### src/rtl/hdc_search_pkg.sv
// Shared types and widths for the class hypervector nearest-match search.
package hdc_search_pkg;

  localparam int CLASS_ID_W  = 3;
  localparam int FRAME_IDX_W = 2;
  localparam int DIST_W      = 8;

  typedef enum logic [1:0] {
    LOAD   = 2'd0,
    SEARCH = 2'd1,
    DONE   = 2'd2
  } state_t;

endpackage

### src/rtl/hvec_popcount.sv
// Combinational Hamming weight of one hypervector chunk.
module hvec_popcount #(
  parameter int DI_PARALLEL_W_BITS = 64,
  parameter int CNT_W              = $clog2(DI_PARALLEL_W_BITS + 1)
) (
  input  logic [DI_PARALLEL_W_BITS-1:0] vec,
  output logic [CNT_W-1:0]              count
);

  always_comb begin
    count = '0;
    for (int i = 0; i < DI_PARALLEL_W_BITS; i++) begin
      count = count + CNT_W'(vec[i]);
    end
  end

endmodule

### src/rtl/class_hvec_search.sv
// Buffers a query hypervector, scans every class chunk by chunk and reports
// the class with the smallest Hamming distance.
//
//   state  | meaning
//   LOAD   | accepting query chunks into the buffer
//   SEARCH | one class chunk compared per cycle, distances accumulated
//   DONE   | prediction presented until the consumer takes it
module class_hvec_search
  import hdc_search_pkg::*;
#(
  parameter int DI_PARALLEL_W_BITS = 64,
  parameter int N_CLASSES          = 8,
  parameter int N_FRAMES           = 3
) (
  input  logic                          clk,
  input  logic                          rst,
  input  logic                          query_valid,
  output logic                          query_ready,
  input  logic [DI_PARALLEL_W_BITS-1:0] query_chunk,
  output logic [CLASS_ID_W-1:0]         frame_id,
  output logic [FRAME_IDX_W-1:0]        frame_index,
  input  logic [DI_PARALLEL_W_BITS-1:0] class_vec_in,
  output logic                          result_valid,
  input  logic                          result_ready,
  output logic [CLASS_ID_W-1:0]         pred_class,
  output logic [DIST_W-1:0]             pred_dist
);

  localparam int CNT_W = $clog2(DI_PARALLEL_W_BITS + 1);

  state_t                        state, state_nxt;
  logic [DI_PARALLEL_W_BITS-1:0] query_buf [N_FRAMES];
  logic [FRAME_IDX_W-1:0]        q_cnt;
  logic [FRAME_IDX_W-1:0]        frm_cnt;
  logic [CLASS_ID_W-1:0]         cls_cnt;
  logic [CLASS_ID_W-1:0]         min_class;
  logic [DIST_W-1:0]             acc;
  logic [DIST_W-1:0]             min_dist;
  logic [DIST_W-1:0]             total;
  logic [CNT_W-1:0]              chunk_cnt;
  logic [DI_PARALLEL_W_BITS-1:0] xor_chunk;
  logic                          q_accept;
  logic                          q_last;
  logic                          last_frame;
  logic                          last_class;
  logic                          better;

  assign xor_chunk = class_vec_in ^ query_buf[frm_cnt];

  hvec_popcount #(
    .DI_PARALLEL_W_BITS (DI_PARALLEL_W_BITS),
    .CNT_W              (CNT_W)
  ) u_popcount (
    .vec   (xor_chunk),
    .count (chunk_cnt)
  );

  // Total for the current class including the chunk being compared this cycle.
  assign total      = acc + DIST_W'(chunk_cnt);
  assign better     = total < min_dist;
  assign q_accept   = query_valid && query_ready;
  assign q_last     = q_cnt == FRAME_IDX_W'(N_FRAMES - 1);
  assign last_frame = frm_cnt == FRAME_IDX_W'(N_FRAMES - 1);
  assign last_class = cls_cnt == CLASS_ID_W'(N_CLASSES - 1);

  always_ff @(posedge clk or posedge rst) begin
    if (rst) state <= LOAD;
    else     state <= state_nxt;
  end

  always_comb begin
    state_nxt    = state;
    query_ready  = 1'b0;
    result_valid = 1'b0;
    frame_id     = '0;
    frame_index  = '0;
    case (state)
      LOAD: begin
        query_ready = 1'b1;
        if (query_valid && q_last) state_nxt = SEARCH;
      end
      SEARCH: begin
        frame_id    = cls_cnt;
        frame_index = frm_cnt;
        if (last_frame && last_class) state_nxt = DONE;
      end
      DONE: begin
        result_valid = 1'b1;
        if (result_ready) state_nxt = LOAD;
      end
      default: state_nxt = LOAD;
    endcase
  end

  always_ff @(posedge clk or posedge rst) begin
    if (rst) begin
      for (int i = 0; i < N_FRAMES; i++) query_buf[i] <= '0;
      q_cnt      <= '0;
      frm_cnt    <= '0;
      cls_cnt    <= '0;
      acc        <= '0;
      min_dist   <= '0;
      min_class  <= '0;
      pred_class <= '0;
      pred_dist  <= '0;
    end else begin
      case (state)
        LOAD: begin
          if (q_accept) begin
            query_buf[q_cnt] <= query_chunk;
            if (q_last) begin
              q_cnt     <= '0;
              frm_cnt   <= '0;
              cls_cnt   <= '0;
              acc       <= '0;
              min_dist  <= '1;
              min_class <= '0;
            end else begin
              q_cnt <= q_cnt + 1'b1;
            end
          end
        end
        SEARCH: begin
          if (last_frame) begin
            frm_cnt <= '0;
            acc     <= '0;
            if (better) begin
              min_dist  <= total;
              min_class <= cls_cnt;
            end
            // Final class: publish the winner including this class's verdict.
            if (last_class) begin
              cls_cnt    <= '0;
              pred_class <= better ? cls_cnt : min_class;
              pred_dist  <= better ? total : min_dist;
            end else begin
              cls_cnt <= cls_cnt + 1'b1;
            end
          end else begin
            frm_cnt <= frm_cnt + 1'b1;
            acc     <= total;
          end
        end
        default: ;
      endcase
    end
  end

endmodule

### config.mk
export PLATFORM = sky130hd
export DESIGN_NAME = class_hvec_search
export DESIGN_NICKNAME = d
export VERILOG_FILES = /design/src/rtl/hdc_search_pkg.sv /design/src/rtl/hvec_popcount.sv /design/src/rtl/class_hvec_search.sv
export SDC_FILE = /design/constraint.sdc
export NUM_CORES = 1
export LEC_CHECK = 0
export ABC_CLOCK_PERIOD_IN_PS = 13900
export CAP_MARGIN = 20
export CORE_MARGIN = 4
export CORE_UTILIZATION = 60
export DETAILED_ROUTE_END_ITERATION = 8
export PLACE_DENSITY = 0.85
export SETUP_SLACK_MARGIN = 0.15
export SYNTH_ARGS = -nofsm -noshare
export SYNTH_HDL_FRONTEND = slang
export SYNTH_HIERARCHICAL = 1
export SYNTH_SLANG_ARGS = --single-unit
### constraint.sdc
create_clock -name clk -period 13.9 [get_ports clk]
set_input_delay 2.085 -clock clk [delete_from_list [all_inputs] [get_ports clk]]
set_output_delay 2.085 -clock clk [all_outputs]
set_load 0.01 [all_outputs]
[Word level (Yosys, flattened, before mapping)]
Index checks and enable logic that the tools add are counted.
Word-level totals
  register bits after elaboration: 231
  logic and storage cells: 144
Operators by class
  multiplexer cells: 36
  eq/ne operators: 11
  bitwise logic cells: 3
  add/sub/neg operators: 67
  reduce and logical (&&, ||, !) cells: 11
  magnitude comparators: 4
Operators with widths (number)
  7-bit by 1-bit adder with 7-bit output: 62
  192-bit bitwise mux: 1
  64-bit two-way mux: 3
  64-bit binary-select mux with 2-bit select: 1
  64-bit demux with 2-bit select: 1
  64-bit bitwise XOR: 1
  8-bit two-way mux: 7
  8-bit case mux with 2 select lines: 2
  3-bit two-way mux: 7
  2-bit two-way mux: 8
  2-bit inequality test (second input constant): 6
  3-bit case mux with 2 select lines: 2
  3-bit AND reduction: 3
  8-bit by 7-bit adder with 8-bit output: 1
  8-bit less-than comparator: 1
  2-bit == test (second input constant): 3
  3-bit greater-or-equal comparator (second input constant): 2
  2-bit inverter with 3-bit output: 2
  2-bit case mux with 3 select lines: 1
  2-bit by 1-bit adder with 2-bit output (second input constant): 2
  1-bit logical AND: 4
  2-bit case mux with 2 select lines: 1
  4-bit AND reduction: 1
  3-bit by 1-bit adder with 3-bit output (second input constant): 1
  8 further kinds: 9

[Longest topological paths before layout]
Gate-level depths: netlist of run 1.
  word-level depth: 73
  depth in mapped cells: 37
  gate-level depth less buffers: 34

[By module]
Netlist of run 1, hierarchy kept.
By module, submodules not included
  class_hvec_search: sequential area each 5780.5 µm², cells an instance 910, area each 11237.0 µm², times used 1
  hvec_popcount: sequential area each 0.0 µm², cells an instance 172, area each 1729.2 µm², times used 1

[Worst setup path before layout of run 1]
No wires, ideal clock.
  kind: in2reg
  from: in class_vec_in[59]
  to: reg pred_dist[2]
  setup time: 0.095 ns
  setup slack: 4.004 ns
  data required time: 13.805 ns
  cell stages on the path: 31
  arrival: 9.801 ns
  path through: xnor2_1 -> inv_1 -> fa_1 -> fa_1 -> inv_1 -> fa_1 -> inv_1 -> fa_1 -> inv_1 -> fa_1 -> inv_1 -> fa_1 -> fa_1 -> fa_1 -> inv_1 -> ha_1 -> fa_1 -> a21o_2 -> a211oi_1 -> a21oi_1 -> ha_1 -> nand2_1 -> o31ai_1 -> a31oi_1 -> xnor2_1 -> ha_1 -> a21oi_1 -> o21a_1 -> clkbuf_1 -> a21oi_1 -> o31ai_1
On the way
  longest elaborated chain between the ends: 9
RTL lines
  start, declared: RTL line class_hvec_search.sv:22  | input logic [DI_PARALLEL_W_BITS-1:0] class_vec_in,
  64-bit bitwise XOR: RTL line class_hvec_search.sv:48  | assign xor_chunk = class_vec_in ^ query_buf[frm_cnt];
  7-bit by 1-bit adder with 7-bit output (5 in a row): RTL line hvec_popcount.sv:13  | count = count + CNT_W'(vec[i]);
  named net chunk_cnt[4]: RTL line class_hvec_search.sv:40  | logic [CNT_W-1:0] chunk_cnt;
  8-bit by 7-bit adder with 8-bit output: RTL line class_hvec_search.sv:59  | assign total = acc + DIST_W'(chunk_cnt);
  8-bit less-than comparator: RTL line class_hvec_search.sv:60  | assign better = total < min_dist;
  8-bit two-way mux
  end signal, assigned: RTL line class_hvec_search.sv:135  | pred_dist <= better ? total : min_dist;
  end, declared: RTL line class_hvec_search.sv:26  | output logic [DIST_W-1:0] pred_dist
The timed path passes the listed nets, and every way through them passes these cells.
A chain may end at the register's enable or synchronous reset.

[Worst setup path after layout of run 1]
  from: in class_vec_in[59]
  to: reg min_class[2]
On the way
  longest elaborated chain between the ends: 11
RTL lines
  64-bit bitwise XOR: RTL line class_hvec_search.sv:48
  named net xor_chunk[59]: RTL line class_hvec_search.sv:41  | logic [DI_PARALLEL_W_BITS-1:0] xor_chunk;
  7-bit by 1-bit adder with 7-bit output (5 in a row): RTL line hvec_popcount.sv:13
  named net chunk_cnt[4]: RTL line class_hvec_search.sv:40
  8-bit by 7-bit adder with 8-bit output: RTL line class_hvec_search.sv:59
  8-bit less-than comparator: RTL line class_hvec_search.sv:60
  3-bit two-way mux (2 in a row)
  3-bit case mux with 2 select lines
  end signal, assigned: RTL line class_hvec_search.sv:129  | min_class <= cls_cnt;
  end, declared: RTL line class_hvec_search.sv:36  | logic [CLASS_ID_W-1:0] min_class;
The timed path passes the listed nets, and every way through them passes these cells. The select of a mux whose other input is x is not followed.

==> summary.txt, run 1 <==
Status
  – Outcome: complete, no violations

Clock tree
  – CTS tree: built
  – CTS root buffer: clkbuf_16
  – Max Root-Sink Buffers: 3
  – Cts repair resizes: 0
  – Sink Count: 231
  – CTS buffer count: 25
  – Setup bufs post-CTS: 0
  – Worst-path clk slew: ~0.060 ns
  – # H-tree levels: 1
  – Skew-Pair Late Insertion Delay: between 0.5 and 0.6 ns
  – CTS hold repair buffers: 0

Setup path
  – CP bufs+invs: 7
  – Reg2reg start: frm_cnt[1]
  – Worst-case reg-to-reg path depth: 35
  – Worst Setup SP: class_vec_in[59]
  – Reg-to-Reg End: min_class[2]
  – R2R Setup Slk: 3.07 ns
  – Crit path kind: in -> reg
  – Crit end category: register
  – Worst Path Arrival: approximately 11 ns
  – CP required: between 10 and 15 ns
  – CP most frequent cell: fa_1
  – Slowest-stage cell, CP: a211oi_2
  – Worst path max stage delay: approximately 0.64 ns
  – CP Max Fanout: 12
  – Type of origin of the critical path: input pin
  – Crit path max-delay family: adder cells

Layout
  – # fillers: about 1500
  – Area Growth Syn to Fin: 18.9%
  – Total Nets Final: around 1400
  – Share of cells above drive strength 1: around a fifth
  – Diodes inserted: 0

Global route
  – Initial antenna violation count: 1
  – Busiest metal layer after global routing: met2
  – Met2 Track Usage GR: a little over two fifths
  – Total Routing Usage GR: between 20% and 30%
  – First-pass GRT wire length: 46.2 mm
  – Vias in the first global route: roughly 9000
  – Met3 Use GR: between 4 and 5%
  – Met1 Use GR: a little under a third
  – Gr ovfl total: 0
  – Largest net degree at the start of global routing: between 150 and 200

Floorplanning
  – Starting density of the core: about three fifths
  – Core Box Area: 0.0212 sq mm
  – Die Y: approximately 160 um
  – Die width: around 160 um
  – # IOs: 150
  – DIE AREA: approximately 0.024 sq mm
  – Row Count: 53

Synth
  – Post-Syn Instances: approximately 1100
  – Syn Nets: 1300
  – Synth area leader: dfrtp_1
  – Syn_area_per_cell: 12.0 sq um
  – Post-synth ARST share: 100%
  – Synth Cell Area: 0.0130 sq mm
  – Top_reg_cell synth: dfrtp_1
  – Synth area leaders: dfrtp_1 (45%), mux2_2 (17%), fa_1 (8.5%)
  – Number of synthesized flops with an enable pin: 0
  – Synth top area share: roughly 45%
  – Syn. warnings: 6
  – Seq cells post-synth: roughly 230
  – Netlist cell types: 52
  – Sequential area share after synthesis: between 40% and 50%

STA
  – RSZ-0062 raised after global routing: false
  – Fin crit period: ~11 ns
  – Rel. slew slack: roughly 30%
  – Slew Limit Fails: 0
  – Final Skew: about 0.015 ns
  – Final setup TNS: 0 ns
  – Peak Freq: 0.0912 GHz
  – Final Hold Vio Count: 0
  – Worst-margin pin slew: 1.06 ns
  – Crit share post-route: 78.9%
  – Setup violators final: 0

Worst hold path
  – Hold path cells: 2
  – Hold EP: pred_dist[2]
  – Worst hold path startpoint: pred_dist[2]
  – Worst min path class: reg -> reg

Detailed routing
  – Drt via density: about 5.7
  – Detail Route Antenna Nets: 0
  – Drt first pass iters: 5
  – Via count: 8528
  – DRC viols: 0
  – Initial DRC count: about 420
  – Routed WL: 27.9 mm
  – Wire per inst: between 15 and 20 um

Place
  – Dpl hpwl: 18.9 mm
  – Routability cong.: roughly 0.84
  – I/O Buffers: 149

Run
  – MaxCap Viol Count: 0
[cell families (layout without fill, tap and decap cells)]
kind of cell | count (synthesis) | after routing | synth area share, %
adder cells (fa/ha/maj) | 86 | 86 | 11.5
AND/OR/NAND/NOR | 137 | 137 | 4.74
XOR/XNOR | 71 | 71 | 4.80
buffers and inverters | 156 | 299 | 5.05
multiplexers | 256 | 256 | 21.6
AO/OA/AOI/OAI | 145 | 145 | 7.74
flip-flops | 231 | 231 | 44.6
[cell type report]
cell class / instances / area, sq um / share of cell area, %
multi-input combinational: 695 / 6550 / 42.5
sequential: 231 / 5790 / 37.5
timing repair buffer: 157 / 1570 / 10.2
clock buffer: 40 / 742 / 4.81
inverter: 97 / 372 / 2.41
tap: 275 / 344 / 2.23
clock inverter: 5 / 53.8 / 0.349
[cell usage in the layout (no fill, tap or decap), drive strengths merged, types with 3 or more instances in the layout]
cell	Yosys	layout
a211oi	5	5
a21o	6	6
a21oi	23	23
a22o	10	10
a31oi	10	10
and2	7	7
buf	38	8
clkbuf	21	40
clkdlybuf4s50	0	149
clkinv	0	3
dfrtp	231	231
fa	55	55
ha	31	31
inv	97	98
mux2	192	192
mux2i	64	64
nand2	64	64
nand2b	3	3
nand3	11	11
nor2	36	36
nor2b	3	3
nor3	5	5
o21a	3	3
o21ai	13	13
o22a	10	10
o22ai	49	49
o2bb2ai	3	3
o31ai	4	4
xnor2	17	17
xor2	54	54
[cells in the mapped netlist, drive strengths merged (11+ instances only)]
master,instances
clkbuf,21
xor2,54
xnor2,17
o21ai,13
nor2,36
dfrtp,231
mux2,192
a21oi,23
buf,38
fa,55
nand2,64
o22ai,49
ha,31
inv,97
nand3,11
mux2i,64
[layer usage]
metal | part of all wire, % | vias up
met3 | 5.9 | 39
li1 | - | 3968
met2 | 50 | 190
met5 | 0.043 | -
met4 | 1.9 | 2
met1 | 42 | 4329
[registers in the layout, summed over array words and instances (netlist names)]
signal,count
q_cnt,2
cls_cnt,3
pred_class,3
min_class,3
acc,8
query_buf,192
pred_dist,8
frm_cnt,2
state,2
min_dist,8
[tightest hold or removal path: stages, from the launching register on]
cell	delay, ns
dfrtp_1	0.34
nand2_1	0.05
o31ai_1	0.06
[per-stage QoR]
stage / instances / util, % / instance area, sq um / hold WS [ns] / setup WS [ns]
after floorplan: 1082 / - / 13000 / 0.479 / 4.00
after global placement: 1453 / 69.0 / 14600 / 0.473 / 2.68
after detailed placement: 1454 / 69.0 / 14600 / 0.473 / 2.44
after CTS: 1499 / 72.8 / 15400 / 0.485 / 2.94
after global routing: 1500 / 72.9 / 15400 / 0.513 / 2.34
final: 1500 / 72.9 / 15400 / 0.483 / 2.93
[worst max path at each step]
stage / endpoint / slack, ns / cells after the start
after floorplan: pred_dist[2] / 4.00 / 31
after global placement: min_dist[0] / 2.68 / 32
after detailed placement: min_class[1] / 2.44 / 32
after CTS: min_class[1] / 2.94 / 32
after global routing: min_class[2] / 2.34 / 32
final: min_class[2] / 2.93 / 32
Power of run 1 is not shown: default switching activity piles up to over one toggle a cycle in this logic, so the estimate is an artifact.
==> run 2, diff against run 1 <==
--- a/config.mk
+++ b/config.mk
@@ -5,12 +5,12 @@
 export SDC_FILE = /design/constraint.sdc
 export NUM_CORES = 1
 export LEC_CHECK = 0
-export ABC_CLOCK_PERIOD_IN_PS = 13900
+export ABC_CLOCK_PERIOD_IN_PS = 9300
 export CAP_MARGIN = 20
 export CORE_MARGIN = 4
-export CORE_UTILIZATION = 60
+export CORE_UTILIZATION = 52
 export DETAILED_ROUTE_END_ITERATION = 8
-export PLACE_DENSITY = 0.85
+export PLACE_DENSITY = 0.78
 export SETUP_SLACK_MARGIN = 0.15
 export SYNTH_ARGS = -nofsm -noshare
 export SYNTH_HDL_FRONTEND = slang
==> constraint.sdc (replaced) <==
create_clock -name clk -period 9.3 [get_ports clk]
set_input_delay 1.395 -clock clk [delete_from_list [all_inputs] [get_ports clk]]
set_output_delay 1.395 -clock clk [all_outputs]
set_load 0.01 [all_outputs]
==> summary.txt, run 2 (same netlist as run 1, synthesis figures left out) <==
Place
  – Worst slack, placed: -0.723 ns (was 2.44 ns)
  – Routability cong.: 0.812 (was 0.844)
  – Dpl hpwl: 20.0 mm (was 18.9 mm)
  – I/O Buffers: 149 (unchanged)

STA
  – Peak Freq: around 0.11 GHz
  – Worst-margin pin slew: 1.07 ns (was 1.06 ns)
  – Post-route setup slack: 0.217 ns (was 2.93 ns)
  – Setup violators final: 0 (unchanged)
  – Hold_ws: 0.502 ns (was 0.483 ns)
  – Fin crit period: ~9 ns
  – Final Hold Vio Count: 0 (unchanged)
  – Rel. slew slack: 28.5% (was 29.6%)
  – RSZ-0062 raised after global routing: true (was false)
  – Crit share post-route: about 98%
  – Slew Limit Fails: 0 (unchanged)
  – Final Skew: 0.0161 ns (was 0.0152 ns)

Layout
  – Commonest non-fill, non-tap cells in the layout: dfrtp_1 (229), mux2_2 (192), clkdlybuf4s50_1 (127), inv_1 (91), mux2i_1 (64) (was dfrtp_1 (229), mux2_2 (192), clkdlybuf4s50_1 (149), inv_1 (96), mux2i_1 (64))
  – Number of flip-flops in the largest register: 192 (unchanged)
  – Share of cells above drive strength 1: 29.7% (was 21.1%)
  – Commonest non-fill, non-tap cell in the layout: dfrtp_1 (unchanged)
  – Total Nets Final: 1489 (was 1425)
  – Reg with most FFs: query_buf (unchanged)
  – Area Growth Syn to Fin: 27.4% (was 18.9%)

Global route
  – Vias in the first global route: 9359 (was 9232)
  – Met3 Use GR: 3.88% (was 4.31%)
  – Initial antenna violation count: 2 (was 1)
  – First-pass GRT wire length: 48.2 mm (was 46.2 mm)
  – Met1 Use GR: 28.5% (was 30.7%)
  – Gr ovfl total: 0 (unchanged)
  – Met2 Track Usage GR: 36.2% (was 41.6%)
  – Busiest metal layer after global routing: met2 (unchanged)
  – Total Routing Usage GR: 21.2% (was 23.5%)
  – Largest net degree at the start of global routing: 148 (was 156)

Setup path
  – Reg-to-Reg End: min_dist[0] (was min_class[2])
  – CP required: 9.76 ns (was 14.27 ns)
  – Worst Path Arrival: 9.55 ns (was 11.34 ns)
  – CP most frequent cell: fa_1 (unchanged)
  – Worst path max stage delay: 0.56 ns (was 0.64 ns)
  – Reg2reg start: frm_cnt[1] (unchanged)
  – Slowest-stage cell, CP: dfrtp_4 (was a211oi_2)
  – Worst Setup SP: frm_cnt[1] (was class_vec_in[59])
  – Crit end category: register (unchanged)
  – R2R Setup Slk: 0.22 ns (was 3.07 ns)
  – Worst-case reg-to-reg path depth: 34 (was 35)
  – CP Max Fanout: 8 (was 12)
  – Type of origin of the critical path: register (was input pin)
  – Crit path kind: reg -> reg (was in -> reg)

Detailed routing
  – Wire per inst: 19.0 um (was 18.6 um)
  – Detail Route Antenna Nets: 0 (unchanged)
  – Drt first pass iters: 4 (was 5)
  – DRC viols: 0 (unchanged)
  – Drt via density: 5.43 (was 5.69)
  – Initial DRC count: 374 (was 422)
  – Via count: 8768 (was 8528)
  – Routed WL: 30.6 mm (was 27.9 mm)

Worst hold path
  – Hold path cells: 1 (was 2)
  – Hold EP: query_buf[128] (was pred_dist[2])
  – Worst min path class: reg -> reg (unchanged)
  – Worst hold path startpoint: query_buf[128] (was pred_dist[2])

Clock tree
  – CTS hold repair buffers: 0 (unchanged)
  – CTS buffer count: 26 (was 25)
  – Sink Count: 231 (unchanged)
  – Worst-path clk slew: 0.06 ns (about the same)
  – Skew-Pair Late Insertion Delay: 0.54 ns (was 0.52 ns)
  – Max Root-Sink Buffers: 3 (unchanged)
  – CTS tree: built (unchanged)
  – # H-tree levels: 1 (unchanged)
  – CTS root buffer: clkbuf_16 (unchanged)

Floorplanning
  – Die width: 166 um (was 155 um)
  – DIE AREA: 0.0275 sq mm (was 0.0240 sq mm)
  – Starting density of the core: 53.2% (was 61.3%)
  – Die Y: 166 um (was 155 um)
  – Row Count: 57 (was 53)
  – Core Box Area: 0.0244 sq mm (was 0.0212 sq mm)
  – # IOs: 150 (unchanged)

Status
  – Outcome: complete, no violations (unchanged)

Run
  – MaxCap Viol Count: 0 (unchanged)
## run 2: area by class of cell
class | instances | area, sq um
Timing Repair Buffer | 220 | 2250
Fill cell | 1803 | 7870
Multi-Input combinational cell | 695 | 6850
Sequential cell | 231 | 5790
Tap cell | 324 | 405
Antenna cell | 2 | 5.00
Inverter | 97 | 372
Clock inverter | 10 | 86.3
Clock buffer | 35 | 764
## run 2: how the worst max path moves through the flow
stage,to,slack [ns],cells past startpoint
6_report,min_dist[0],0.22,34
5_1_grt,min_dist[0],-0.15,34
4_1_cts,min_dist[0],0.17,33
3_5_place_dp,min_dist[7],-0.72,31
3_3_place_gp,min_dist[0],-0.57,31
2_1_floorplan,pred_dist[2],0.16,31
## run 2: through the flow
step	instance area (sq um)	instances	setup TNS, ns	utilization, %
2_1_floorplan	13000	1082	0	-
3_3_place_gp	15100	1548	-10.94	61.8
3_5_place_dp	15100	1548	-14.18	61.8
4_1_cts	16000	1596	0	65.5
5_1_grt	16500	1613	-2.00	67.7
6_report	16500	1614	0	67.7
## run 2: routing by layer
metal | part of all wire [%] | wire, um | up-vias
li1 | - | - | 4103
met1 | 43 | 13100 | 4447
met2 | 50 | 15400 | 170
met3 | 4.5 | 1380 | 46
met4 | 2.1 | 633 | 2
met5 | 0.043 | 13 | -
## run 2: critical path, delay by kind of cell, from the launching register on
| kind | cells | cell delay [ns] |
|---|---|---|
| flops | 1 | 0.56 |
| buf+inv | 7 | 0.77 |
| simple gates | 2 | 0.14 |
| fa+ha+maj | 12 | 5.25 |
| xor+xnor | 2 | 0.38 |
| mux | 1 | 0.18 |
| compound gates | 10 | 1.73 |
## run 2: repair_timing
| action | 4_1_cts | 5_1_grt |
|---|---|---|
| endpoints found under the setup margin | 22 | 22 |
| resized for setup | 11 | 80 |
| gates cloned | 1 | 2 |
| buffers inserted | 2 | 12 |
| pin swaps | 11 | 49 |
Power of run 2 is left out for the same reason.
==> run 3, diff against run 2 <==
--- a/config.mk
+++ b/config.mk
@@ -7,6 +7,7 @@
 export LEC_CHECK = 0
 export ABC_CLOCK_PERIOD_IN_PS = 9300
 export CAP_MARGIN = 20
+export CORE_ASPECT_RATIO = 1.25
 export CORE_MARGIN = 4
 export CORE_UTILIZATION = 52
 export DETAILED_ROUTE_END_ITERATION = 8
==> summary.txt, run 3 (same netlist as run 1, synthesis figures left out) <==
STA
  – Crit share post-route: 98.3% (was 97.7%)
  – Fin crit period: 9.15 ns (was 9.08 ns)
  – Slew Limit Fails: 0 (unchanged)
  – Final Skew: 0.0111 ns (was 0.0161 ns)
  – Final Hold Vio Count: 0 (unchanged)
  – Peak Freq: 0.109 GHz (was 0.110 GHz)
  – Rel. slew slack: 26.5% (was 28.5%)
  – Worst-margin pin slew: 1.10 ns (was 1.07 ns)
  – RSZ-0062 raised after global routing: true (unchanged)
  – Setup violators final: 0 (unchanged)
  – Final setup TNS: 0 ns (unchanged)

Setup path
  – Slowest-stage cell, CP: fa_1 (was dfrtp_4)
  – Crit path kind: in -> reg (was reg -> reg)
  – Worst Path Arrival: 9.55 ns (about the same)
  – CP required: 9.70 ns (was 9.76 ns)
  – CP most frequent cell: fa_1 (unchanged)
  – CP Max Fanout: 6 (was 8)
  – Type of origin of the critical path: input pin (was register)
  – Crit end category: register (unchanged)
  – Worst path max stage delay: 0.57 ns (was 0.56 ns)

Floorplanning
  – Starting density of the core: 52.9% (was 53.2%)
  – Die width: 149 um (was 166 um)
  – Row Count: 64 (was 57)
  – Core Box Area: 0.0245 sq mm (was 0.0244 sq mm)
  – Die Y: 185 um (was 166 um)
  – # IOs: 150 (unchanged)
  – DIE AREA: 0.0275 sq mm (about the same)

Layout
  – # fillers: 1849 (was 1803)
  – Share of cells above drive strength 1: 27.7% (was 29.7%)
  – Number of flip-flops in the largest register: 192 (unchanged)
  – Reg with most FFs: query_buf (unchanged)
  – Total Nets Final: 1483 (was 1489)
  – Design area: 0.0163 sq mm (was 0.0165 sq mm)
  – Commonest non-fill, non-tap cells in the layout: dfrtp_1 (229), mux2_2 (192), clkdlybuf4s50_1 (141), inv_1 (92), mux2i_1 (63) (was dfrtp_1 (229), mux2_2 (192), clkdlybuf4s50_1 (127), inv_1 (91), mux2i_1 (64))
  – Commonest non-fill, non-tap cell in the layout: dfrtp_1 (unchanged)
  – Finished Core Util: 66.6% (was 67.7%)
  – Area Growth Syn to Fin: 25.9% (was 27.4%)

Clock tree
  – Worst-path clk slew: 0.06 ns (about the same)
  – CTS tree: built (unchanged)
  – CTS hold repair buffers: 0 (unchanged)
  – # H-tree levels: 1 (unchanged)
  – Max Root-Sink Buffers: 3 (unchanged)
  – CTS buffer count: 24 (was 26)
  – Sink Count: 231 (unchanged)
  – Skew-Pair Late Insertion Delay: 0.51 ns (was 0.54 ns)
  – CTS root buffer: clkbuf_16 (unchanged)

Detailed routing
  – Wire per inst: 18.4 um (was 19.0 um)
  – Detail Route Antenna Nets: 0 (unchanged)
  – Drt first pass iters: 4 (unchanged)
  – Routed WL: 29.7 mm (was 30.6 mm)
  – Drt via density: 5.35 (was 5.43)
  – Via count: 8622 (was 8768)
  – DRC viols: 0 (unchanged)
  – Initial DRC count: 349 (was 374)

Run
  – MaxCap Viol Count: 0 (unchanged)

Place
  – Placed instance area: 0.0151 sq mm (about the same)
  – Dpl hpwl: 19.9 mm (was 20.0 mm)
  – I/O Buffers: 149 (unchanged)
  – Routability cong.: 0.835 (was 0.812)

Global route
  – Vias in the first global route: 9266 (was 9359)
  – Largest net degree at the start of global routing: 158 (was 148)
  – Initial antenna violation count: 1 (was 2)
  – Total Routing Usage GR: 21.2% (about the same)
  – First-pass GRT wire length: 47.0 mm (was 48.2 mm)
  – Gr ovfl total: 0 (unchanged)

Status
  – Outcome: complete, no violations (unchanged)

Worst hold path
  – Worst min path class: reg -> reg (unchanged)
## run 3: area by class of cell
cell class / instances / area (sq um) / share of cell area (%)
antenna: 1 / 2.50 / 0.0153
clock buffer: 36 / 747 / 4.58
clock inverter: 7 / 85.1 / 0.521
inverter: 97 / 372 / 2.28
multi-input combinational: 695 / 6750 / 41.3
sequential: 231 / 5790 / 35.5
tap: 330 / 413 / 2.53
timing repair buffer: 216 / 2170 / 13.3
## run 3: final timing paths
check / end / slack, ns / from / cells past startpoint
min reg2reg: query_buf[91] / 0.50 / query_buf[91] / 1
max in group asynchronous: query_buf[82] / 6.26 / rst / 4
max reg2reg: min_dist[3] / 0.22 / frm_cnt[1] / 36
min: query_buf[91] / 0.50 / query_buf[91] / 1
max: min_dist[3] / 0.15 / class_vec_in[19] / 31
min in group asynchronous: cls_cnt[1] / 1.20 / rst / 2
## run 3: per-stage QoR
| step | hold slack [ns] | worst slack, ns | instances |
|---|---|---|---|
| after floorplan | 0.479 | 0.158 | 1082 |
| after global placement | 0.483 | -0.559 | 1551 |
| after CTS | 0.506 | 0.157 | 1598 |
| after detailed placement | 0.493 | -0.659 | 1551 |
| after global routing | 0.513 | -0.194 | 1613 |
| final | 0.503 | 0.154 | 1613 |
## run 3: metal layers
metal | vias up | part of all wire, % | routed length, um | track usage, %
li1 | 4077 | - | - | -
met1 | 4349 | 41 | 12000 | 26.6
met2 | 162 | 53 | 15800 | 38.7
met3 | 34 | 4.2 | 1260 | 3.17
met4 | 0 | 1.9 | 578 | 4.87
met5 | - | 0 | 0 | 0
## run 3: repair_timing
action / in CTS / in global routing
pin swaps: 29 / 23
gates cloned: 1 / 3
endpoints found under the hold margin: 0 / 0
gates resized for setup: 29 / 31
setup buffers: 3 / 10
endpoints found under the setup margin: 22 / 22
## run 3: critical path, delay by kind of cell
| kind | cells | cell delay, ns |
|---|---|---|
| compound gates | 7 | 1.18 |
| xor+xnor | 2 | 0.34 |
| fa+ha+maj | 12 | 5.28 |
| buf+inv | 7 | 1.00 |
| simple gates | 3 | 0.37 |
Power of run 3 is left out for the same reason.
==> RTL change: new RTL, flow settings as in run 1 <==
`DIST_W`: 8 -> 12.
--- a/src/rtl/hdc_search_pkg.sv
+++ b/src/rtl/hdc_search_pkg.sv
@@ -3,7 +3,7 @@
 
   localparam int CLASS_ID_W  = 3;
   localparam int FRAME_IDX_W = 2;
-  localparam int DIST_W      = 8;
+  localparam int DIST_W      = 12;
 
   typedef enum logic [1:0] {
     LOAD   = 2'd0,
Ports: changed (resized pred_dist); port bits go from 150 to 154. No check against the original RTL was run, so the function may have changed too.
==> RTL change against run 1 <==
Sequential cell count up 12; cell count up 15%; synthesized cell count up 21%; first-iteration DRC count up 53%; critical path depth up 4; critical endpoint unchanged; design area up 5.6%; non-clock buffer count up 7; setup slack worse by 0.37 ns; area after synthesis up 5.3%; wire length up 15%; via count up 16%; maximum frequency down 3.3%; highest routed layer unchanged.
Power is not shown: default switching activity piles up to over one toggle a cycle in this logic, so the estimate is an artifact.
==> RTL change: results (changes against run 1) <==
| Metric | Value |
|---|---|
| Critical Path Max Stage Delay | 0.88 ns (+0.24 ns) |
| Max FFs per register | 192 (unchanged) |
| Synth top area cells | dfrtp_1 (45%), mux2_2 (11%), nand2_1 (8.2%) |
| Largest net degree at the start of global routing | 109 (-30%) |
| Async S/R FF share, synth | 100% (unchanged) |
| Syn nets | 1,526 (+17%) |
| Synth unique cells | 54 (+3.8%) |
| Worst min-delay path category | reg -> reg |
| Synth cell count leaders | nand2_1 (299), dfrtp_1 (243), mux2_2 (129) |
| Share of cells above drive strength 1 | 14.3% (-6.9 points) |
| First-pass GRT wire length | 53,200 microns (+15%) |
| Root Driver | clkbuf_16 |
| Antenna violations before repair | 3 (+2) |
| DRC marker count from the first detailed-route iteration | 644 (+53%) |
| Vias per cell | 5.71 (+0.52%) |
| Worst slew pin tran | 1.09 ns (+0.0366 ns) |
| Tot GR Track Use | 25.4% (+1.9 points) |
| CTS H-Tree Depth | 1 (unchanged) |
| Setup Fix Bufs, Post-CTS | 0 (unchanged) |
| Placer's final routability congestion estimate | 0.860 (+1.9%) |
| Slowest CP cell | dfrtp_4 |
| Total CTS buffers | 27 (+8.0%) |
| Drt total wl | 32,200 microns (+15%) |
| Non-Filler Instances | 1,732 (+15%) |
| Clk pin slew, worst setup/hold paths | 0.06 ns (about the same) |
| Arrival time at the worst endpoint | 11.74 ns (+0.40 ns) |
| CTS Buffer Depth | 3 (unchanged) |
| Skew-Pair Late Insertion Delay | 0.54 ns (+0.02 ns) |
| TritonRoute pass-1 iters | 5 (unchanged) |
| Crit-path max FO | 61 (+49) |
| Post-CTS sizing | 0 (unchanged) |
| DP HPWL | 21,500 microns (+14%) |
| Clock Skews | 0.00898 ns (-0.00619 ns) |
| Run status | finished clean |
| Vias in the first global route | 10,262 (+11%) |
| Yosys warns | 6 (unchanged) |
| Reg with most FFs | query_buf |
| Final antenna diode count | 0 (unchanged) |
| Post-synthesis cell count | 1,304 (+21%) |
| Register area share after synthesis | 44.5% (-0.060 points) |
| Synth Flop Type | dfrtp_1 |
| IO buf count | 153 (+2.7%) |
| Worst path top cell family by delay | adder cells |
## RTL change: routing by layer
| layer | vias to the layer above | track usage [%] | part of all wire [%] |
|---|---|---|---|
| met5 | - | 0 | 0.12 |
| met4 | 6 | 7.57 | 3.4 |
| met3 | 74 | 5.94 | 6.3 |
| met2 | 300 | 41.8 | 48 |
| met1 | 4936 | 34.1 | 42 |
| li1 | 4582 | - | - |
## RTL change: final timing paths
check                      depth (start not counted)    startpoint  slack [ns]              to
setup / recovery                                  36    frm_cnt[0]        2.56    min_class[2]
hold / removal                                     2  query_buf[2]        0.47    query_buf[2]
setup reg to reg                                  36    frm_cnt[0]        2.56    min_class[2]
hold reg to reg                                    2  query_buf[2]        0.47    query_buf[2]
max in group asynchronous                          3           rst       10.41    query_buf[9]
min in group asynchronous                          2           rst        2.08  query_buf[115]
## RTL change: per-stage QoR
stage | instance area [sq um] | hold WS [ns] | setup slack (ns)
2_1_floorplan | 13700 | 0.445 | 3.66
3_3_place_gp | 15400 | 0.456 | 2.45
3_5_place_dp | 15400 | 0.462 | 2.16
4_1_cts | 16300 | 0.477 | 2.65
5_1_grt | 16300 | 0.496 | 1.83
6_report | 16300 | 0.472 | 2.56
## RTL change: tightest hold or removal path: cells and delay by family (launching register included)
kind / cells / cell delay (ns)
DFF: 1 / 0.34
and+or+nand+nor: 2 / 0.10
## RTL change: cell families (layout without fill, tap and decap cells)
kind of cell	Yosys count	count (layout)	share of synthesized area [%]
adders and majority gates	90	90	11.3
buffers and inverters	166	314	4.86
muxes	205	205	16.2
and+or+nand+nor	366	366	10.7
DFF	243	243	44.5
AOI/OAI and AO/OA	162	162	7.82
xor gates and xnor gates	72	72	4.62
## RTL change: layout make-up
class	instances	area [sq um]
Fill cell	1531	5800
Inverter	100	383
Multi-Input combinational cell	895	6940
Tap cell	280	350
Timing Repair Buffer	164	1610
Clock inverter	15	165
Sequential cell	243	6090
Clock buffer	35	756
